<file path="src/rtl/pipe_asm_watchdog.sv">
// Idle-cycle counter: raises expired on the cycle whose edge would be the
// TIMEOUT_CYCLES-th consecutive idle edge while active.
module pipe_asm_watchdog #(
    parameter int TIMEOUT_CYCLES = 1024
) (
    input  logic clk,
    input  logic nrst,
    input  logic active,
    input  logic kick,
    output logic expired
);

    localparam int CW = $clog2(TIMEOUT_CYCLES);

    logic [CW-1:0] count;

    always_ff @(posedge clk) begin
        if (!nrst || !active || kick || expired) begin
            count <= '0;
        end else begin
            count <= count + 1'b1;
        end
    end

    assign expired = active && !kick && (count == CW'(TIMEOUT_CYCLES - 1));

endmodule

</file>
<file path="config.mk">
export PLATFORM = sky130hd
export DESIGN_NAME = pipe_asm_watchdog
export DESIGN_NICKNAME = d
export VERILOG_FILES = /design/src/rtl/pipe_asm_watchdog.sv
export SDC_FILE = /design/constraint.sdc
export NUM_CORES = 1
export LEC_CHECK = 0
export ABC_AREA = 1
export ABC_CLOCK_PERIOD_IN_PS = 1600
export BUFFER_PORTS_ARGS = -buffer_cell sky130_fd_sc_hd__buf_2
export CORE_AREA = 2 2 39 41
export DETAILED_ROUTE_END_ITERATION = 10
export DIE_AREA = 0 0 41 43
export MAX_ROUTING_LAYER = met4
export PLACE_DENSITY = 0.49
export RECOVER_POWER = 50
export SYNTH_ARGS = -nofsm -noshare
export SYNTH_HDL_FRONTEND = slang
export SYNTH_SLANG_ARGS = --single-unit
</file>
<file path="constraint.sdc">
create_clock -name clk -period 1.6 [get_ports clk]
set_input_delay 0.48 -clock clk [delete_from_list [all_inputs] [get_ports clk]]
set_output_delay 0.48 -clock clk [all_outputs]
set_load 0.01 [all_outputs]
</file>
==> flow_metrics.py, run 1 <==
metrics = {
    "timing": {
        "worstMarginPinSlew_ns": 0.5720,
        "maxSlewViolCount": 0,
        "finalHoldViolCount": 0,
        "fin_crit_sh": 1.035,
        "min_period_ns": 1.656,
        "max_freq_mhz": 604.0,
        "grt_setup_unrepaired": "yes",
        "timing.final.ws_setup_ns": -0.05558,
        "finClkSkew_ns": 0.001224,
        "slew_headroom": 0.6172,
        "setup_violations": 1,
    },
    "clock_tree": {
        "numCtsBuffers": 3,
        "cts_sinks": 10,
        "root_buffer": "clkbuf_4",
        "clkTransAtPathRegs_ns": 0.07,
        "clk_latency_ns": 0.26,
        "clockBufferDepth": 2,
        "cts_tree": "done",
        "holdBufCountCts": 0,
        "h-tree-depth": 1,
    },
    "global_routing": {
        "grt_overflow": 0,
        "grt_pass1_vias": 410,
        "track_usage": 0.1393,
        "antenna_found_initial": 0,
        "grt_max_degree": 11,
        "grt_pass1_wl_um": 1531,
    },
    "die": {
        "core-area_um2": 1384,
        "die_h_um": 43,
        "num_rows": 14,
        "start_util": 0.3409,
        "fp.dieW_um": 41,
        "pin_count": 5,
        "fp.dieArea_um2": 1763,
    },
    "outcome": {
        "outcome": "finished with violations",
        "failed_checks": "negative setup slack",
    },
    "yosys": {
        "ys_types": 16,
        "syn_inst": 61,
        "ys_ff_latch": 10,
        "syn_area_per_cell_um2": 7.733,
        "synth_nets": 66,
        "ys_seq_area_frac": 0.4244,
        "yosysWarnings": 0,
        "synth_area_um2": 471.7,
    },
    "drt": {
        "vias": 439,
        "detail-route-antenna-nets": 0,
        "wl_um": 913,
        "wl_per_cell_um": 9.412,
        "drtPass1Iterations": 2,
        "routed_via_density": 4.526,
        "drc": 0,
        "drt_iter0_drc": 5,
    },
    "placement": {
        "gp_congestion": 0.7385,
        "place_ws_ns": 0.09158,
        "io_buffers": 4,
        "dpl.hpwl_um": 628.1,
    },
    "setup_path": {
        "cp-end-kind": "output port",
        "critPathMaxFanout": 3,
        "path_delay_family": "flip-flops",
        "worstPathRequired_ns": 1.12,
        "cp_num_buf_inv": 3,
        "crit_slowest_cell": "dfxtp_2",
        "cp_data_arrival_time_ns": 1.18,
        "critPathKind": "reg2out",
        "cp_slowest_stage_delay_ns": 0.35,
        "critical_path.cell_chain": "ha_4 > nand3_4 > inv_2 > nand3_2 > inv_1 > buf_2",
        "start_kind": "flip-flop",
    },
    "finish": {
        "area_delta_synth_final_pct": 43.50,
        "fillers": 134,
        "final_layout_size_suffix_gt1_frac": 0.3704,
        "final_net_count": 87,
        "diodes": 0,
        "largest_reg_flops": 10,
        "top_regs": "count (10)",
        "regMostFlops": "count",
    },
    "pwr": {
        "power_density_nw_per_um2": 736.0,
        "power_uw": 498.2,
        "ir_drop_mv": 0.6725,
        "leakage_nw": 0.2537,
    },
    "flow_run": {
        "cap_viol_max_count": 0,
    },
    "hold_path": {
        "hold_class": "reg2reg",
    },
}
## power by group
| part | leakage [nW] | switching, mW | internal (mW) |
|---|---|---|---|
| combinational | 0.151 | 0.00943 | 0.00859 |
| clock | 0.0210 | 0.0906 | 0.138 |
| sequential | 0.0816 | 0.00121 | 0.250 |
## layer usage
layer / up-vias / routed length (um) / track usage
met5: - / 0 / -
met4: 0 / 12 / 0.04000
met3: 2 / 39 / 0.09424
met2: 10 / 447 / 0.2156
met1: 195 / 414 / 0.1364
li1: 232 / - / -
## layout by cell type, fill, tap and decap left out, drive strengths merged
| cell | count |
|---|---|
| inv | 8 |
| dfxtp | 10 |
| clkbuf | 4 |
| a21oi | 4 |
| buf | 15 |
| nor2 | 11 |
| nand3b | 1 |
| o21ai | 1 |
| xnor2 | 2 |
| nand3 | 5 |
| nand2 | 16 |
| xor2 | 2 |
| ha | 1 |
| nand4 | 1 |
## stage by stage
stage                TNS, ns  std cells  hold slack, ns  cell area (um^2)    util
floorplan                  0         61          0.4288             471.7       -
global placement           0         86          0.4684             549.3  0.3969
detailed placement         0         86          0.4703             549.3  0.3969
CTS                 -0.07316         96          0.4775             665.6  0.4810
global route         -0.6268         97          0.5108             676.9  0.4892
finish              -0.05558         97          0.4707             676.9  0.4892
## worst min-delay path: cells and delay by family (launching register included)
family | cells | cell delay, ns
AOI/OAI and AO/OA | 1 | 0.05
DFF | 1 | 0.32
and+or+nand+nor | 1 | 0.06
## synthesized netlist by cell type (all sizes together)
master / count / area (um^2)
a21oi: 4 / 20.02
ha: 1 / 12.51
nand4: 1 / 6.260
nand3: 5 / 40.04
nor2: 11 / 51.30
nand2: 15 / 63.81
o21ai: 1 / 5.000
inv: 8 / 30.03
nand3b: 1 / 7.510
xor2: 2 / 17.52
xnor2: 2 / 17.52
dfxtp: 10 / 200.2
## final cells by class
type / instances / area [um^2] / share of cell area
clock buffers: 4 / 36.28 / 0.05360
inverters: 8 / 30.03 / 0.04436
multi-input cells: 44 / 281.5 / 0.4159
flip-flops and latches: 10 / 202.7 / 0.2994
well taps: 16 / 20.02 / 0.02957
repair buffers: 15 / 106.4 / 0.1571
## repair_timing
| item | in CTS | in global routing |
|---|---|---|
| buffers inserted | 6 | 0 |
| setup endpoints to repair | 1 | 11 |
| gates resized for setup | 8 | 0 |
| pin swaps | 1 | 0 |
| cloned | 0 | 1 |
## cell families (layout without fill, tap and decap cells)
group,count (synthesis),count (layout),share of synthesized area
adders and majority gates,1,1,0.02652
AOI/OAI and AO/OA,5,5,0.05304
buffers and inverters,8,27,0.06366
and+or+nand+nor,33,34,0.3581
DFF,10,10,0.4244
xor gates and xnor gates,4,4,0.07428
## worst paths after layout
kind / cells past startpoint / start / to / slack, ns
worst max-delay path: 6 / count[1] / expired / -0.06
worst min-delay path: 2 / count[9] / count[9] / 0.47
worst max register to register: 11 / count[1] / count[5] / 0
worst min register to register: 2 / count[9] / count[9] / 0.47
Note: power is estimated with default switching activity, not from simulation.
==> run 2: changes to the inputs <==
--- a/config.mk
+++ b/config.mk
@@ -6,7 +6,7 @@
 export NUM_CORES = 1
 export LEC_CHECK = 0
 export ABC_AREA = 1
-export ABC_CLOCK_PERIOD_IN_PS = 1600
+export ABC_CLOCK_PERIOD_IN_PS = 1750
 export BUFFER_PORTS_ARGS = -buffer_cell sky130_fd_sc_hd__buf_2
 export CORE_AREA = 2 2 39 41
 export DETAILED_ROUTE_END_ITERATION = 10
==> constraint.sdc (replaced) <==
create_clock -name clk -period 1.75 [get_ports clk]
set_input_delay 0.525 -clock clk [delete_from_list [all_inputs] [get_ports clk]]
set_output_delay 0.525 -clock clk [all_outputs]
set_load 0.01 [all_outputs]
==> run 2 against run 1 <==
  * The run now ends clean
  * Largest power group unchanged
  * Largest cell class unchanged
  * Global-route usage is 2.4 points lower
  * Clock skew barely moved
  * Critical endpoint unchanged
  * Via count is 5.7% lower
==> flow_metrics.py, run 2 (synthesis results as in run 1) <==
metrics = {
    "setup_path": {
        "critPathMaxFanout": 2,
        "cp-end-kind": "output port",
        "r2r_slack_ns": 0.39,
        "start_kind": "flip-flop",
        "crit_slowest_cell": "dfxtp_2",
        "reg2reg_depth": 7,
        "worstSetupStartpoint": "count[0]",
        "rr_startpoint": "count[0]",
        "r2r_end": "count[5]",
        "cp_slowest_stage_delay_ns": 0.35,
        "critPathKind": "reg2out",
        "crit_top_cell": "nand3_4",
        "worstPathRequired_ns": 1.22,
        "cp_data_arrival_time_ns": 1.15,
        "critical_path.cell_chain": "ha_4 > nand3_4 > inv_4 > nand3_4 > inv_2 > buf_6",
        "crit_end": "expired",
    },
    "die": {
        "start_util": 0.3409,
        "core-area_um2": 1384,
        "fp.dieW_um": 41,
        "die_h_um": 43,
        "num_rows": 14,
        "pin_count": 5,
        "fp.dieArea_um2": 1763,
    },
    "finish": {
        "regMostFlops": "count",
        "largest_reg_flops": 10,
        "mostFrequentLayoutCell": "nand2_1",
        "area_delta_synth_final_pct": 35.54,
        "fillers": 141,
        "layout.cells.non_filler": 92,
        "final_cell_mix": "15 x nand2_1, 9 x nor2_1, 7 x buf_4",
        "final_layout_size_suffix_gt1_frac": 0.3553,
        "diodes": 0,
        "top_regs": "count (10)",
        "final_net_count": 82,
        "final_area_um2": 639.4,
    },
    "pwr": {
        "power_density_nw_per_um2": 691.7,
        "ir_drop_mv": 0.2371,
        "power_uw": 442.3,
        "leakage_nw": 0.2274,
    },
    "clock_tree": {
        "cts_sinks": 10,
        "clockBufferDepth": 2,
        "clk_latency_ns": 0.25,
        "h-tree-depth": 1,
        "clkTransAtPathRegs_ns": 0.06,
        "numCtsBuffers": 3,
        "cts_tree": "done",
        "root_buffer": "clkbuf_4",
    },
    "timing": {
        "min_period_ns": 1.679,
        "worstMarginPinSlew_ns": 0.3519,
        "fin_crit_sh": 0.9596,
        "maxSlewViolCount": 0,
        "grt_setup_unrepaired": "no",
        "finalSetupTns_ns": 0,
        "slew_headroom": 0.7649,
        "max_freq_mhz": 595.5,
        "whs_ns": 0.4807,
        "setup_violations": 0,
        "finalHoldViolCount": 0,
        "finClkSkew_ns": 0.0007339,
    },
    "placement": {
        "io_buffers": 4,
        "gp_congestion": 0.6935,
        "dpl.hpwl_um": 572.4,
        "place_area_um2": 519.2,
        "placedCellCount": 82,
    },
    "hold_path": {
        "hold_class": "reg2reg",
    },
    "drt": {
        "vias": 414,
        "drtPass1Iterations": 3,
        "routed_via_density": 4.500,
        "drt_iter0_drc": 2,
        "detail-route-antenna-nets": 0,
        "drc": 0,
        "wl_um": 855,
        "wl_per_cell_um": 9.293,
    },
    "global_routing": {
        "grt_max_degree": 11,
        "track_usage": 0.1152,
        "antenna_found_initial": 0,
        "grt_pass1_wl_um": 1373,
        "grt_pass1_vias": 375,
        "grt_overflow": 0,
    },
    "outcome": {
        "outcome": "complete, no violations",
    },
    "flow_run": {
        "cap_viol_max_count": 0,
    },
}
run 2: power by group:
part | leakage, nW | total (mW) | internal, mW | switching [mW]
clock | 0.0210 | 0.200 | 0.126 | 0.0737
sequential | 0.0826 | 0.230 | 0.229 | 0.00122
combinational | 0.124 | 0.0125 | 0.00597 | 0.00653
total | 0.227 | 0.442 | 0.361 | 0.0814
run 2: repair_timing:
item                                    4_1_cts  5_1_grt
hold buffers                                  0        0
pin swaps                                     1        1
endpoints found under the setup margin        1        1
gates resized for setup                       8        5
buffers inserted                              4        2
run 2: stage by stage:
| stage | utilization | setup slack [ns] |
|---|---|---|
| 6_report | 0.4620 | 0.07077 |
| 5_1_grt | 0.4620 | 0.001508 |
| 4_1_cts | 0.4412 | 0.005325 |
| 3_5_place_dp | 0.3752 | 0.1253 |
| 3_3_place_gp | 0.3752 | 0.1160 |
| 2_1_floorplan | - | 0.2636 |
run 2: area by class of cell:
cell class | instances | area, um^2 | share of cell area
clock buffers | 4 | 36.28 | 0.05675
inverters | 8 | 32.53 | 0.05088
multi-input cells | 43 | 266.5 | 0.4168
flip-flops and latches | 10 | 205.2 | 0.3209
well taps | 16 | 20.02 | 0.03131
repair buffers | 11 | 78.83 | 0.1233
run 2: worst min-delay path by stage:
| stage | startpoint | end | slack (ns) | cells past startpoint |
|---|---|---|---|---|
| after detailed placement | count[9] | count[9] | 0.48 | 2 |
| final | count[9] | count[9] | 0.48 | 2 |
| after global routing | count[9] | count[9] | 0.51 | 2 |
| after CTS | count[9] | count[9] | 0.49 | 2 |
| after floorplan | count[0] | count[0] | 0.43 | 1 |
| after global placement | count[9] | count[9] | 0.47 | 2 |
run 2: layer usage:
| metal | track usage | wire length (um) | part of all wire |
|---|---|---|---|
| met2 | 0.1750 | 408 | 0.48 |
| met1 | 0.1318 | 412 | 0.48 |
| met4 | 0.08000 | 14 | 0.016 |
| met5 | - | 0 | 0 |
| met3 | 0.01571 | 19 | 0.022 |
run 2: worst max-delay path, delay by kind of cell (launching register included):
family        cells  cell delay, ns
buf+inv           3            0.23
fa+ha+maj         1            0.16
flops             1            0.35
simple gates      2            0.16
==> run 3: changes to the inputs <==
--- a/config.mk
+++ b/config.mk
@@ -8,11 +8,13 @@
 export ABC_AREA = 1
 export ABC_CLOCK_PERIOD_IN_PS = 1750
 export BUFFER_PORTS_ARGS = -buffer_cell sky130_fd_sc_hd__buf_2
+export CELL_PAD_IN_SITES_DETAIL_PLACEMENT = 1
+export CELL_PAD_IN_SITES_GLOBAL_PLACEMENT = 1
 export CORE_AREA = 2 2 39 41
 export DETAILED_ROUTE_END_ITERATION = 10
 export DIE_AREA = 0 0 41 43
 export MAX_ROUTING_LAYER = met4
-export PLACE_DENSITY = 0.49
+export PLACE_DENSITY = 0.63
 export RECOVER_POWER = 50
 export SYNTH_ARGS = -nofsm -noshare
 export SYNTH_HDL_FRONTEND = slang
==> run 3 against run 2 <==
  * Combinational power is 14% higher
  * Count of clock-buffer cells in the layout stayed put
  * Core utilization is 1.1 points higher
  * Via count is 3.6% higher
  * Setup slack worse by 0.045 ns
  * Cell count is 4.3% higher
  * Routed wire length is 26% higher
  * Critical endpoint unchanged
  * Largest power group unchanged
  * Highest routed layer unchanged
==> flow_metrics.py, run 3 (synthesis results as in run 1) <==
metrics = {
    "finish": {
        "layout.cells.non_filler": 96,
        "area_delta_synth_final_pct": 38.73,
        "largest_reg_flops": 10,
        "mostFrequentLayoutCell": "nand2_1",
        "final_net_count": 86,
        "regMostFlops": "count",
        "diodes": 0,
        "final_layout_size_suffix_gt1_frac": 0.3875,
        "final_area_um2": 654.4,
        "final_cell_mix": "15 x nand2_1, 11 x buf_4, 9 x nor2_1",
        "top_regs": "count (10)",
    },
    "drt": {
        "drtPass1Iterations": 1,
        "detail-route-antenna-nets": 0,
        "routed_via_density": 4.469,
        "wl_per_cell_um": 11.19,
        "drc": 0,
        "drt_iter0_drc": 0,
        "wl_um": 1074,
        "vias": 429,
    },
    "clock_tree": {
        "h-tree-depth": 1,
        "holdBufCountCts": 0,
        "root_buffer": "clkbuf_4",
        "cts_sinks": 10,
        "clkTransAtPathRegs_ns": 0.07,
        "clk_latency_ns": 0.26,
        "clockBufferDepth": 2,
        "numCtsBuffers": 3,
        "cts_tree": "done",
    },
    "timing": {
        "fin_crit_sh": 0.9855,
        "finalHoldViolCount": 0,
        "worstMarginPinSlew_ns": 0.3622,
        "whs_ns": 0.4811,
        "slew_headroom": 0.7580,
        "min_period_ns": 1.725,
        "finClkSkew_ns": 0.003162,
        "max_freq_mhz": 579.8,
        "timing.final.ws_setup_ns": 0.02535,
        "maxSlewViolCount": 0,
        "setup_violations": 0,
    },
    "die": {
        "fp.dieW_um": 41,
        "core-area_um2": 1384,
        "fp.dieArea_um2": 1763,
        "start_util": 0.3409,
        "die_h_um": 43,
        "num_rows": 14,
        "pin_count": 5,
    },
    "setup_path": {
        "worstPathRequired_ns": 1.22,
        "critPathMaxFanout": 3,
        "start_kind": "flip-flop",
        "cp-end-kind": "output port",
        "cp_data_arrival_time_ns": 1.20,
        "critPathKind": "reg2out",
    },
    "placement": {
        "place_area_um2": 526.8,
        "place_ws_ns": 0.1129,
        "dpl.hpwl_um": 664.2,
        "io_buffers": 4,
        "gp_congestion": 0.6190,
        "placedCellCount": 83,
    },
    "pwr": {
        "power_frac_seq": 0.507,
        "intPower_uw": 362.1,
        "power.switching_uw": 91.68,
        "power_density_nw_per_um2": 693.5,
        "ir_drop_mv": 0.3089,
        "leakage_nw": 0.2481,
        "p_clk_frac": 0.462,
        "sw_frac_of_total": 0.2020,
        "pwr-share-comb": 0.031,
    },
    "outcome": {
        "outcome": "complete, no violations",
    },
    "global_routing": {
        "track_usage": 0.1550,
        "grt_overflow": 0,
        "grt_max_degree": 11,
        "grt_pass1_vias": 423,
        "antenna_found_initial": 0,
        "grt_pass1_wl_um": 1731,
    },
    "flow_run": {
        "cap_viol_max_count": 0,
    },
    "hold_path": {
        "hold_class": "reg2reg",
    },
}
run 3: metal layers:
metal  global-route usage  part of all wire  up-vias  wire [um]
li1                     -                 -      233          -
met1               0.2020              0.48      189        517
met2               0.2000              0.48        5        516
met3              0.03141             0.023        2         25
met4               0.1200             0.013        0         14
met5                    -                 0        -          0
run 3: worst max-delay path, cell delays in order (launching register included):
cell and delay, ns:
dfxtp_2 0.35, ha_4 0.15, nand3_4 0.08, inv_2 0.08
nand3_2 0.10, inv_2 0.07, buf_6 0.09
run 3: repair_timing:
action / CTS / global route
buffers inserted: 4 / 5
setup endpoints to repair: 1 / 1
gates resized for setup: 8 / 2
pin swaps: 1 / 1
run 3: metrics by stage:
stage	power, mW	TNS [ns]	utilization
floorplan	0.2409	0	-
global placement	0.2474	0	0.3807
finish	0.4538	0	0.4729
detailed placement	0.2477	0	0.3807
global route	0.4817	-0.05820	0.4729
CTS	0.4650	0	0.4467
run 3: layout make-up:
cell class | instances | area [um^2]
clock buffer | 4 | 36.28
fill | 177 | 729.5
inverter | 8 | 30.03
multi-input combinational | 43 | 254.0
sequential | 10 | 205.2
tap | 16 | 20.02
timing repair buffer | 15 | 108.9
run 3: power groups by stage:
| stage | Combinational [mW] | Sequential (mW) | Clock [mW] |
|---|---|---|---|
| finish | 0.0142 | 0.230 | 0.210 |
| global route | 0.0165 | 0.230 | 0.235 |
| CTS | 0.0139 | 0.230 | 0.221 |
| detailed placement | 0.0131 | 0.235 | 0 |
| global placement | 0.0129 | 0.235 | 0 |
| floorplan | 0.00613 | 0.235 | 0 |
run 3: final timing paths:
path | startpoint | to | slack (ns) | cells past startpoint
worst min-delay path | count[9] | count[9] | 0.48 | 2
worst min register to register | count[9] | count[9] | 0.48 | 2
worst max register to register | count[0] | count[5] | 0.23 | 8
worst max-delay path | count[0] | expired | 0.03 | 6
